===== src/rtl/cacheline_mem_arbiter.sv =====
// Arbitrates I-cache and D-cache line transactions onto one burst memory port,
// splitting each line into BURST_LEN beats and reassembling read beats into a line.
module cacheline_mem_arbiter #(
    parameter int BEAT_W     = 64,
    parameter int BURST_LEN  = 4,
    parameter int D_PRIORITY = 0
) (
    input  logic                        clk,
    input  logic                        rst,

    input  logic [31:0]                 i_dfp_addr,
    input  logic                        i_dfp_read,
    output logic [BEAT_W*BURST_LEN-1:0] i_dfp_rdata,
    output logic                        i_dfp_resp,

    input  logic [31:0]                 d_dfp_addr,
    input  logic                        d_dfp_read,
    input  logic                        d_dfp_write,
    input  logic [BEAT_W*BURST_LEN-1:0] d_dfp_wdata,
    output logic [BEAT_W*BURST_LEN-1:0] d_dfp_rdata,
    output logic                        d_dfp_resp,

    output logic [31:0]                 bmem_addr,
    output logic                        bmem_read,
    output logic                        bmem_write,
    output logic [BEAT_W-1:0]           bmem_wdata,
    input  logic                        bmem_ready,
    input  logic [31:0]                 bmem_raddr,
    input  logic [BEAT_W-1:0]           bmem_rdata,
    input  logic                        bmem_rvalid
);

    localparam int LINE_W = BEAT_W * BURST_LEN;
    localparam int OFF_W  = $clog2(LINE_W / 8);
    localparam int CNT_W  = (BURST_LEN > 1) ? $clog2(BURST_LEN) : 1;
    localparam logic [CNT_W-1:0] LAST_BEAT = CNT_W'(BURST_LEN - 1);

    typedef enum logic [2:0] {
        IDLE,
        RD_REQ,
        RD_DATA,
        WR,
        RESP
    } state_e;

    state_e              state_q, state_d;
    logic                owner_is_d_q, owner_is_d_d;
    logic                op_write_q, op_write_d;
    logic                last_grant_d_q, last_grant_d_d;
    logic [31:0]         addr_q, addr_d;
    logic [CNT_W-1:0]    cnt_q, cnt_d;
    logic [LINE_W-1:0]   line_q, line_d;

    logic                i_req;
    logic                d_req;
    logic                grant_d;
    logic [31:0]         grant_addr;
    logic [BEAT_W-1:0]   wr_beat;

    logic                unused_offset_bits;
    assign unused_offset_bits = ^{i_dfp_addr[OFF_W-1:0], d_dfp_addr[OFF_W-1:0]};

    assign i_req = i_dfp_read;
    assign d_req = d_dfp_read | d_dfp_write;

    // Contention goes to D when prioritised, otherwise to whoever was not granted last.
    always_comb begin
        grant_d    = 1'b0;
        grant_addr = i_dfp_addr;
        if (d_req && (!i_req || (D_PRIORITY != 0) || !last_grant_d_q)) begin
            grant_d    = 1'b1;
            grant_addr = d_dfp_addr;
        end
    end

    always_comb begin
        wr_beat = '0;
        for (int k = 0; k < BURST_LEN; k++) begin
            if (cnt_q == CNT_W'(k)) begin
                wr_beat = d_dfp_wdata[BEAT_W*k +: BEAT_W];
            end
        end
    end

    always_comb begin
        state_d        = state_q;
        owner_is_d_d   = owner_is_d_q;
        op_write_d     = op_write_q;
        last_grant_d_d = last_grant_d_q;
        addr_d         = addr_q;
        cnt_d          = cnt_q;
        line_d         = line_q;

        case (state_q)
            IDLE: begin
                if (i_req || d_req) begin
                    owner_is_d_d   = grant_d;
                    last_grant_d_d = grant_d;
                    op_write_d     = grant_d && d_dfp_write;
                    addr_d         = {grant_addr[31:OFF_W], {OFF_W{1'b0}}};
                    cnt_d          = '0;
                    state_d        = (grant_d && d_dfp_write) ? WR : RD_REQ;
                end
            end
            RD_REQ: begin
                if (bmem_ready) begin
                    state_d = RD_DATA;
                end
            end
            RD_DATA: begin
                if (bmem_rvalid) begin
                    for (int k = 0; k < BURST_LEN; k++) begin
                        if (cnt_q == CNT_W'(k)) begin
                            line_d[BEAT_W*k +: BEAT_W] = bmem_rdata;
                        end
                    end
                    if (cnt_q == LAST_BEAT) begin
                        state_d = RESP;
                    end else begin
                        cnt_d = cnt_q + CNT_W'(1);
                    end
                end
            end
            WR: begin
                if (bmem_ready) begin
                    if (cnt_q == LAST_BEAT) begin
                        state_d = RESP;
                    end else begin
                        cnt_d = cnt_q + CNT_W'(1);
                    end
                end
            end
            RESP: begin
                cnt_d   = '0;
                state_d = IDLE;
            end
            default: begin
                state_d = IDLE;
            end
        endcase
    end

    always_ff @(posedge clk) begin
        if (rst) begin
            state_q        <= IDLE;
            owner_is_d_q   <= 1'b0;
            op_write_q     <= 1'b0;
            last_grant_d_q <= 1'b1;
            addr_q         <= '0;
            cnt_q          <= '0;
            line_q         <= '0;
        end else begin
            state_q        <= state_d;
            owner_is_d_q   <= owner_is_d_d;
            op_write_q     <= op_write_d;
            last_grant_d_q <= last_grant_d_d;
            addr_q         <= addr_d;
            cnt_q          <= cnt_d;
            line_q         <= line_d;
        end
    end

    // Outputs are decoded purely from state so nothing leaks while IDLE.
    always_comb begin
        bmem_addr   = '0;
        bmem_read   = 1'b0;
        bmem_write  = 1'b0;
        bmem_wdata  = '0;
        i_dfp_resp  = 1'b0;
        i_dfp_rdata = '0;
        d_dfp_resp  = 1'b0;
        d_dfp_rdata = '0;

        case (state_q)
            RD_REQ: begin
                bmem_addr = addr_q;
                bmem_read = 1'b1;
            end
            RD_DATA: begin
                bmem_addr = addr_q;
            end
            WR: begin
                bmem_addr  = addr_q;
                bmem_write = 1'b1;
                bmem_wdata = wr_beat;
            end
            RESP: begin
                bmem_addr = addr_q;
                if (owner_is_d_q) begin
                    d_dfp_resp = 1'b1;
                    if (!op_write_q) begin
                        d_dfp_rdata = line_q;
                    end
                end else begin
                    i_dfp_resp  = 1'b1;
                    i_dfp_rdata = line_q;
                end
            end
            default: begin
            end
        endcase
    end

`ifndef SYNTHESIS
    a_no_d_read_and_write: assert property (@(posedge clk) disable iff (rst)
        !(d_dfp_read && d_dfp_write));

    a_raddr_matches: assert property (@(posedge clk) disable iff (rst)
        (state_q == RD_DATA && bmem_rvalid) |-> (bmem_raddr == addr_q));
`endif

endmodule

===== config.mk =====
export PLATFORM = sky130hd
export DESIGN_NAME = cacheline_mem_arbiter
export DESIGN_NICKNAME = d
export VERILOG_FILES = /design/src/rtl/cacheline_mem_arbiter.sv
export SDC_FILE = /design/constraint.sdc
export NUM_CORES = 1
export LEC_CHECK = 0
export ABC_AREA = 1
export BUFFER_PORTS_ARGS = -buffer_cell sky130_fd_sc_hd__buf_2
export CAP_MARGIN = 0
export CORE_AREA = 2 2 401 403
export CTS_BUF_LIST = sky130_fd_sc_hd__clkbuf_8
export DETAILED_ROUTE_END_ITERATION = 6
export DIE_AREA = 0 0 403 405
export PLACE_DENSITY_LB_ADDON = 0.2
export REMOVE_ABC_BUFFERS = 1
export SYNTH_ARGS = -nofsm -noshare
export SYNTH_HDL_FRONTEND = slang
export SYNTH_SLANG_ARGS = --single-unit
export TNS_END_PERCENT = 100

===== constraint.sdc =====
create_clock -name clk -period 2.4 [get_ports clk]
set_input_delay 0.48 -clock clk [delete_from_list [all_inputs] [get_ports clk]]
set_output_delay 0.48 -clock clk [all_outputs]
set_load 0.05 [all_outputs]

**Word level (Yosys, flattened, before mapping)**

Index checks and enable logic that the tools add are counted.

- Bits in writable memories: 0
- Bits of input ports: 423
- Bits in read-only memories: 0
- Logic and storage cells: 71
- Output and inout port bits: 612
- Latch bits: 0
- Memories kept: 0
- Register bits: 291

- Eq/ne operators: 11
- Shift operators: 0
- Bitwise gates (word level): 1
- Magnitude comparators: 0
- Div/mod/pow operators: 0
- Add/subtract/negate cells: 1
- Reductions and logical operators: 17
- Muxes and demuxes: 31
- $mul: 0

Operators by type and width:

| operator | number |
|---|---|
| $mux 256 | 5 |
| $mux 64 | 5 |
| $mux 32 | 2 |
| $mux 3 | 5 |
| $pmux 3 s4 | 1 |
| $reduce_and 3->1 | 4 |
| $mux 2 | 5 |
| $ne 2x2->1 const B | 4 |
| $pmux 2 s4 | 1 |
| $reduce_and 4->1 | 2 |
| $mux 1 | 7 |
| $eq 3x2->1 const B | 2 |
| $eq 2x2->1 const B | 2 |
| $reduce_bool 4->1 | 1 |
| $reduce_or 4->1 | 1 |
| $eq 3x1->1 const B | 1 |
| $eq 3x3->1 const B | 1 |
| $logic_not 3->1 | 1 |
| $add 2x1->2 const B | 1 |
| $eq 2x1->1 const B | 1 |
| $logic_and 1x1->1 | 2 |
| $logic_not 1->1 | 2 |
| $logic_not 2->1 | 1 |
| $logic_or 1x1->1 | 2 |
| 2 further kinds | 2 |

**Logic depth before layout (Yosys ltp)**

Gate-level depths: netlist of run 1.

- Depth in word-level cells: 8
- Gate-level depth with buffers: 9
- Mapped depth without buffers: 9

**Least setup slack after synthesis of run 1**

OpenSTA, ideal clock, no wires.

- Path kind: register to output
- From: reg state_q[0]
- To: out bmem_addr[11]
- Path buffers: 1
- Cell stages (with the launch flop): 6
- Slack: -0.292 ns
- Arrival: 2.212 ns
- Required time: 1.920 ns
- Cell sequence: dfxtp_1 > inv_2 > nor3_2 > nor3_4 > buf_2 > nor2_1

- Word-level cells in the longest chain between the ends: 3
- Elaborated cells on any way between the ends: 6
- Those cells by class: eq/ne (4); mux (1); reduce/logical (1)

RTL lines:

| element | RTL line | source |
|---|---|---|
| start, declared | 46 | `state_e state_q, state_d;` |
| start signal, assigned | 153 | `state_q <= state_d;` |
| $eq 3x3->1, or another cell as far along | 174 | `case (state_q)` |
| $reduce_or 4->1 (no line) (*) | n/a |  |
| $mux 32 (*) | 174 |  |
| end, declared | 23 | `output logic [31:0] bmem_addr,` |

Every way passes the cells marked *; elsewhere a longest branch is shown, timed or not.

**Worst setup path after layout of run 1**

- From: reg state_q[1]
- To: out i_dfp_rdata[220]

- Word-level cells in the longest chain between the ends: 2

RTL lines:

| element | RTL line | source |
|---|---|---|
| $eq 3x3->1 | 174 |  |
| $mux 256 | 174 |  |
| end, declared | 13 | `output logic [BEAT_W*BURST_LEN-1:0] i_dfp_rdata,` |

Every way passes these cells.

==> out/metrics.yaml, run 1 <==
status:
  status: "complete, but fails checks"
  violations: "negative setup slack"
cts:
  cts_tree: "done"
  cts_made_buffers: 67
  clock_latency_ns: 0.74
  clock-root-buffer: "clkbuf_8"
  clock_sinks: 291
  cts_max_level: 3
  clockBufferDepth: 3
  clk_pin_slew_ns: 0.06
global_routing:
  globalRoute.totalOverflow: 0
  grt_pass1_wl_um: 152000
  antenna_found_initial: 24
  grt_pass1_vias: 20117
  grt_max_degree: 78
  grt_use_total_pct: 13.1
power_and_ir_drop:
  powerDensity_nw_per_um2: 690
  power_mw: 21.7
  p_leak_nw: 12.8
  ir_worst_vdd_uv: 353
die:
  die_x_um: 403
  core-area_um2: 159000
  die_height_um: 405
  die_area_um2: 163000
  rows: 147
  num_io_pins: 1035
  start_util_pct: 10.3
logic_synthesis:
  synthTopCellsByArea: "dfxtp_1, a21oi_1, nor2_1, o21ai_0, nor2_2"
  syn_area_um2: 16500
  synth.avg_cell_area_um2: 6.71
  synthCells: 2453
  ys_warn_count: 0
  yosysTopAreaCellShare_pct: 35.4
  ys_ff_latch: 291
  ys_types: 27
  yosysTopAreaCell: "dfxtp_1"
  yosysSeqAreaShare_pct: 35.4
route:
  vias_per_cell: 3.61
  drt_iter0_drc: 984
  detail_route.first_pass.iterations: 5
  ant_nets: 0
  wl_um: 115000
  drc: 0
  wl_per_cell_um: 20.1
  vias: 20721
sta:
  fin_ws_ns: -0.702
  max_freq_mhz: 322
  hold_viol: 0
  setup_viol: 607
  slew_viol_final: 0
  rsz0062_at_grt: "true"
  holdWs_ns: 0.109
  slew_headroom_pct: 53.9
  fin_crit_sh_pct: 129
  fin_crit_ns: 3.10
  worstMarginPinSlew_ns: 0.692
  tns_ns: -292.65
  fin_skew_ns: 0.0469
placement:
  hpwl_um: 79700
  dp_slack_ns: -0.0437
  portBuffers: 987
  gp_congestion: 0.890
final_layout:
  fillers: 18100
  drive_gt1_share_pct: 45.2
  layout.area.seq_um2: 5830
  multi_input_area_um2: 8820
  nets: 4025
  area_growth_pct: 91.3
worst_setup_path:
  cp_max_fo: 30
  crit_type: "flop to output pin"
  cp-end-kind: "output pin"
  arrival_ns: 2.62
  required_ns: 1.92
  start_kind: "flop"
flow_run:
  drv_cap: 0
min_path:
  hold_path_class: "input pin to flop"
## kinds of logic after synthesis
logic type                 Yosys count  share of synthesized area [%]
other                                1                         0.0228
adders and majority gates            4                          0.304
DFF                                291                           35.4
and+or+nand+nor                    814                           22.5
AOI/OAI and AO/OA                  824                           26.0
buffers and inverters              519                           15.7
## where the power goes
part           internal (mW)  leakage [nW]  switching (mW)
Clock                   3.24         0.764            2.78
Combinational           3.88          9.68            6.23
Sequential              5.46          2.36           0.163
Total                   12.6          12.8            9.17
## cell usage in the layout, fill, tap and decap left out, types with 7 or more instances in the layout
cell / instances
inv_1: 316
a21oi_2: 20
a21o_1: 61
diode_2: 14
nor2_4: 38
dfxtp_1: 288
buf_6: 315
nand3_1: 63
buf_16: 32
o21ai_1: 78
o21ai_0: 241
nor2_1: 263
clkbuf_8: 76
nand3_4: 7
clkbuf_16: 7
buf_12: 78
nor2_2: 260
nand2_1: 158
buf_8: 33
dlygate4sd3_1: 102
buf_4: 100
nand2_2: 12
a21oi_1: 417
buf_2: 610
## layer usage
layer	up-vias	wire length, um	track usage (%)
li1	10181	-	-
met3	190	7990	4.06
met4	18	4730	5.70
met1	9629	48800	15.9
met5	-	129	0
met2	703	53500	21.3
## layout make-up
type | count | area share, %
well taps | 2086 | 8.29
flip-flops and latches | 291 | 18.5
repair inverters | 4 | 0.258
multi-input cells | 1647 | 28.0
inverters | 305 | 3.77
clock inverters | 37 | 0.906
clock buffers | 76 | 3.32
diodes | 14 | 0.111
repair buffers | 1282 | 36.8
## final timing paths
kind                                from                           to  slack, ns  depth (start not counted)
min reg2reg  last_grant_d_q$_SDFFE_PP1P_  last_grant_d_q$_SDFFE_PP1P_       0.47                          2
max              state_q[1]$_SDFFE_PP0P_             i_dfp_rdata[220]      -0.70                         10
max reg2reg      state_q[1]$_SDFFE_PP0P_      addr_q[15]$_SDFFE_PP0P_       0.12                          9
min                        bmem_rdata[4]      line_q[68]$_SDFFE_PP0P_       0.11                          3
## cell usage after synthesis, drive strengths merged
cell,count
a21o,64
nor3,3
buf,143
nand2,174
conb,1
nand3,75
inv,303
nor2,561
clkinv,2
ha,4
o21ai,320
a21oi,440
dfxtp,291
nand3b,1
clkbuf,71
## flip-flops by register name (all words and copies together), names as in the netlist
register,cells
owner_is_d_q,1
op_write_q,1
last_grant_d_q,1
cnt_q,2
addr_q,27
line_q,256
state_q,3
## stage by stage
step	instances	util, %	instance area [um2]
after global placement	5434	15.4	24500
after floorplan	2243	-	15000
after global routing	5739	19.8	31500
after detailed placement	5434	15.4	24500
final	5742	19.8	31500
after CTS	5718	18.7	29800
## worst max-delay path, cell delays in order (launching register included)
cell and delay (ns):
dfxtp_2 0.32, inv_2 0.07, nand2_4 0.06, nor2_4 0.12, inv_2 0.07, nor2_4 0.13
buf_12 0.15, inv_16 0.10, clkbuf_16 0.33, nor2_1 0.13, buf_6 0.19
## what timing repair did
action | CTS | global route
setup buffers | 35 | 5
pin swaps | 30 | 13
gates cloned | 34 | 8
endpoints found under the setup margin | 607 | 608
endpoints found under the hold margin | 185 | 0
resized for setup | 552 | 558
hold buffers | 102 | 0
Power figures use the tool's default switching activity.
==> run 2: changes to the inputs <==
CORE_AREA = 2 2 404 406   (was 2 2 401 403)
DIE_AREA = 0 0 406 408   (was 0 0 403 405)
==> run 2 against run 1 <==
  * The flow still finishes with violations (negative setup slack)
  * Register-to-register slack better by 0.06 ns
  * Hold slack worse by 0.013 ns
  * Sequential power hardly changed
  * Routed wire length is 4.8% higher
  * Critical path type unchanged
  * First-iteration DRC count is 10% higher
  * Critical path depth is 2 higher
  * Flip-flop and latch count stayed put
  * Die area is 1.5% higher
==> out/metrics.yaml, run 2 (synthesis gave the netlist of run 1 again) <==
cts:
  clock-root-buffer: "clkbuf_8"
  cts_tree: "done"
  clock_latency_ns: 0.76  # +0.02 ns
  cts_made_buffers: 61  # -9.0%
  clockBufferDepth: 3  # unchanged
  clock_sinks: 291  # unchanged
  cts_max_level: 2  # -1
  clk_pin_slew_ns: 0.06  # about the same
die:
  start_util_pct: 10.2  # -0.15 points
  num_io_pins: 1035  # unchanged
  die_area_um2: 166000  # +1.5%
  core-area_um2: 162000  # +1.5%
  die_height_um: 408  # +0.74%
  rows: 148  # +0.68%
  die_x_um: 406  # +0.74%
worst_setup_path:
  required_ns: 1.92  # about the same
  cpMaxStageDelayCell: "dfxtp_2"
  slowest_delay_ns: 0.32  # about the same
  arrival_ns: 2.46  # -0.16 ns
  crit_type: "flop to output pin"
  path_cells: "inv_2 > nand2_2 > nor2_4 > inv_4 > nor2_4 > buf_12 > nand2_8 > buf_12 > buf_16 > buf_16 > nor2_2 > buf_6"
  startpoint: "state_q[1]$_SDFFE_PP0P_"
  worstReg2RegStart: "cnt_q[0]$_SDFFE_PP0P_"
  start_kind: "flop"
  cp-end-kind: "output pin"
  cp_max_fo: 10  # -67%
route:
  detail_route.first_pass.iterations: 5  # unchanged
  drt_iter0_drc: 1086  # +10%
  ant_nets: 0  # unchanged
  vias: 21312  # +2.9%
  wl_um: 121000  # +4.8%
  wl_per_cell_um: 20.5  # +2.0%
  vias_per_cell: 3.61  # about the same
  drc: 0  # unchanged
power_and_ir_drop:
  power_frac_seq_pct: 24.8  # -1.1 points
  combPwrFrac_pct: 49.3  # +2.8 points
  sw_frac_of_total_pct: 41.9  # -0.25 points
  p_sw_mw: 9.51  # +3.7%
  powerDensity_nw_per_um2: 660  # -4.3%
  ir_worst_vdd_uv: 327  # -7.4%
  p_leak_nw: 13.5  # +5.8%
  p_int_mw: 13.2  # +4.7%
  pwr-share-clk_pct: 25.9  # -1.8 points
final_layout:
  layout_common_cells: "buf_2, a21oi_1, buf_6"
  drive_gt1_share_pct: 49.4  # +4.1 points
  final_cells: 5900  # +2.8%
  mostFrequentLayoutCell: "buf_2"
  top_register: "line_q"
  top_regs: "line_q x256, addr_q x27, state_q x3"
  area_growth_pct: 109
  nets: 4097  # +1.8%
  largest_reg_flops: 256  # unchanged
sta:
  slew_viol_final: 0  # unchanged
  fin_crit_ns: 2.94  # -0.158 ns
  fin_ws_ns: -0.544  # +0.158 ns
  worstMarginPinSlew_ns: 0.612  # -0.0802 ns
  hold_viol: 0  # unchanged
  fin_skew_ns: 0.0522  # +0.00528 ns
  tns_ns: -253.13  # +39.52 ns
  fin_crit_sh_pct: 123  # -6.6 points
  rsz0062_at_grt: "true"
  slew_headroom_pct: 59.2  # +5.3 points
  max_freq_mhz: 340  # +5.4%
  holdWs_ns: 0.0962  # -0.0132 ns
  setup_viol: 607  # unchanged
status:
  violations: "negative setup slack"
  status: "complete, but fails checks"
global_routing:
  globalRoute.totalOverflow: 0  # unchanged
  grt_pass1_vias: 20754  # +3.2%
  grt_max_degree: 86  # +10%
  antenna_found_initial: 26  # +8.3%
  grt_use_total_pct: 13.5  # +0.37 points
  grt_pass1_wl_um: 159000  # +4.6%
placement:
  portBuffers: 987  # unchanged
  hpwl_um: 82300  # +3.2%
  gp_congestion: 0.855  # -4.0%
  dpl.cell_count: 5552  # +2.2%
min_path:
  hold_path_class: "input pin to flop"
  holdCritStartpoint: "bmem_rdata[56]"
flow_run:
  drv_cap: 0  # unchanged
## run 2: changes by cell type in the layout (fill, tap and decap cells not counted), moves of 10 or more
cell           change
nor2_4           +150
nor2_1            -78
nor2_2            -72
buf_2             -68
buf_4             +50
buf_8             +40
buf_6             +28
buf_12            +27
a21oi_1           -19
a21oi_2           +19
nand2_1           +11
o21ai_0           -11
dlygate4sd3_1     -10
## run 2: worst paths after layout
kind	end	slack, ns	depth (start not counted)
hold / removal	line_q[248]$_SDFFE_PP0P_	0.1	3
hold reg to reg	last_grant_d_q$_SDFFE_PP1P_	0.46	2
setup reg to reg	line_q[21]$_SDFFE_PP0P_	0.18	11
setup / recovery	d_dfp_rdata[125]	-0.54	12
## run 2: final cells by class
type	instances	area, um2
inverters	305	1200
diodes	7	17.5
repair inverters	4	71.3
repair buffers	1359	13300
clock inverters	33	238
fillers	18034	127000
multi-input cells	1648	9880
clock buffers	78	1070
flip-flops and latches	291	5840
well taps	2175	2720
## run 2: power groups by stage
stage / logic, mW / clock network [mW] / registers (mW)
2_1_floorplan: 4.46 / 0 / 5.70
3_3_place_gp: 7.66 / 0 / 5.70
3_5_place_dp: 7.65 / 0 / 5.71
4_1_cts: 10.5 / 6.23 / 5.61
5_1_grt: 11.9 / 6.41 / 5.68
6_report: 11.2 / 5.87 / 5.62
## run 2: worst max-delay path: cells and delay by family (launching register included)
family	cells	cell delay, ns
flops	1	0.32
simple gates	5	0.45
buf+inv	7	0.93
## run 2: metal layers
| metal | track usage [%] | share of wire [%] | up-vias |
|---|---|---|---|
| met5 | 0 | 0.081 | - |
| met4 | 4.36 | 2.8 | 16 |
| met3 | 3.18 | 6.3 | 146 |
| met2 | 23.0 | 48 | 735 |
| met1 | 16.6 | 43 | 10086 |
| li1 | - | - | 10329 |
## run 2: what timing repair did
| action | CTS | global route |
|---|---|---|
| buffers inserted | 74 | 15 |
| pin swaps | 46 | 28 |
| setup endpoints to repair | 607 | 614 |
| endpoints found under the hold margin | 150 | 0 |
| gates resized for setup | 1042 | 582 |
| gates cloned | 43 | 17 |
| hold buffers | 92 | 0 |
## run 2: metrics by stage
stage | util [%] | cell area (um2) | setup WS, ns | total power [mW]
floorplan | - | 15000 | -3.92 | 10.2
global placement | 15.3 | 24700 | -0.0351 | 13.4
detailed placement | 15.3 | 24700 | -0.0371 | 13.4
CTS | 20.0 | 32300 | -0.686 | 22.3
global route | 21.2 | 34300 | -0.709 | 24.0
finish | 21.2 | 34300 | -0.544 | 22.7
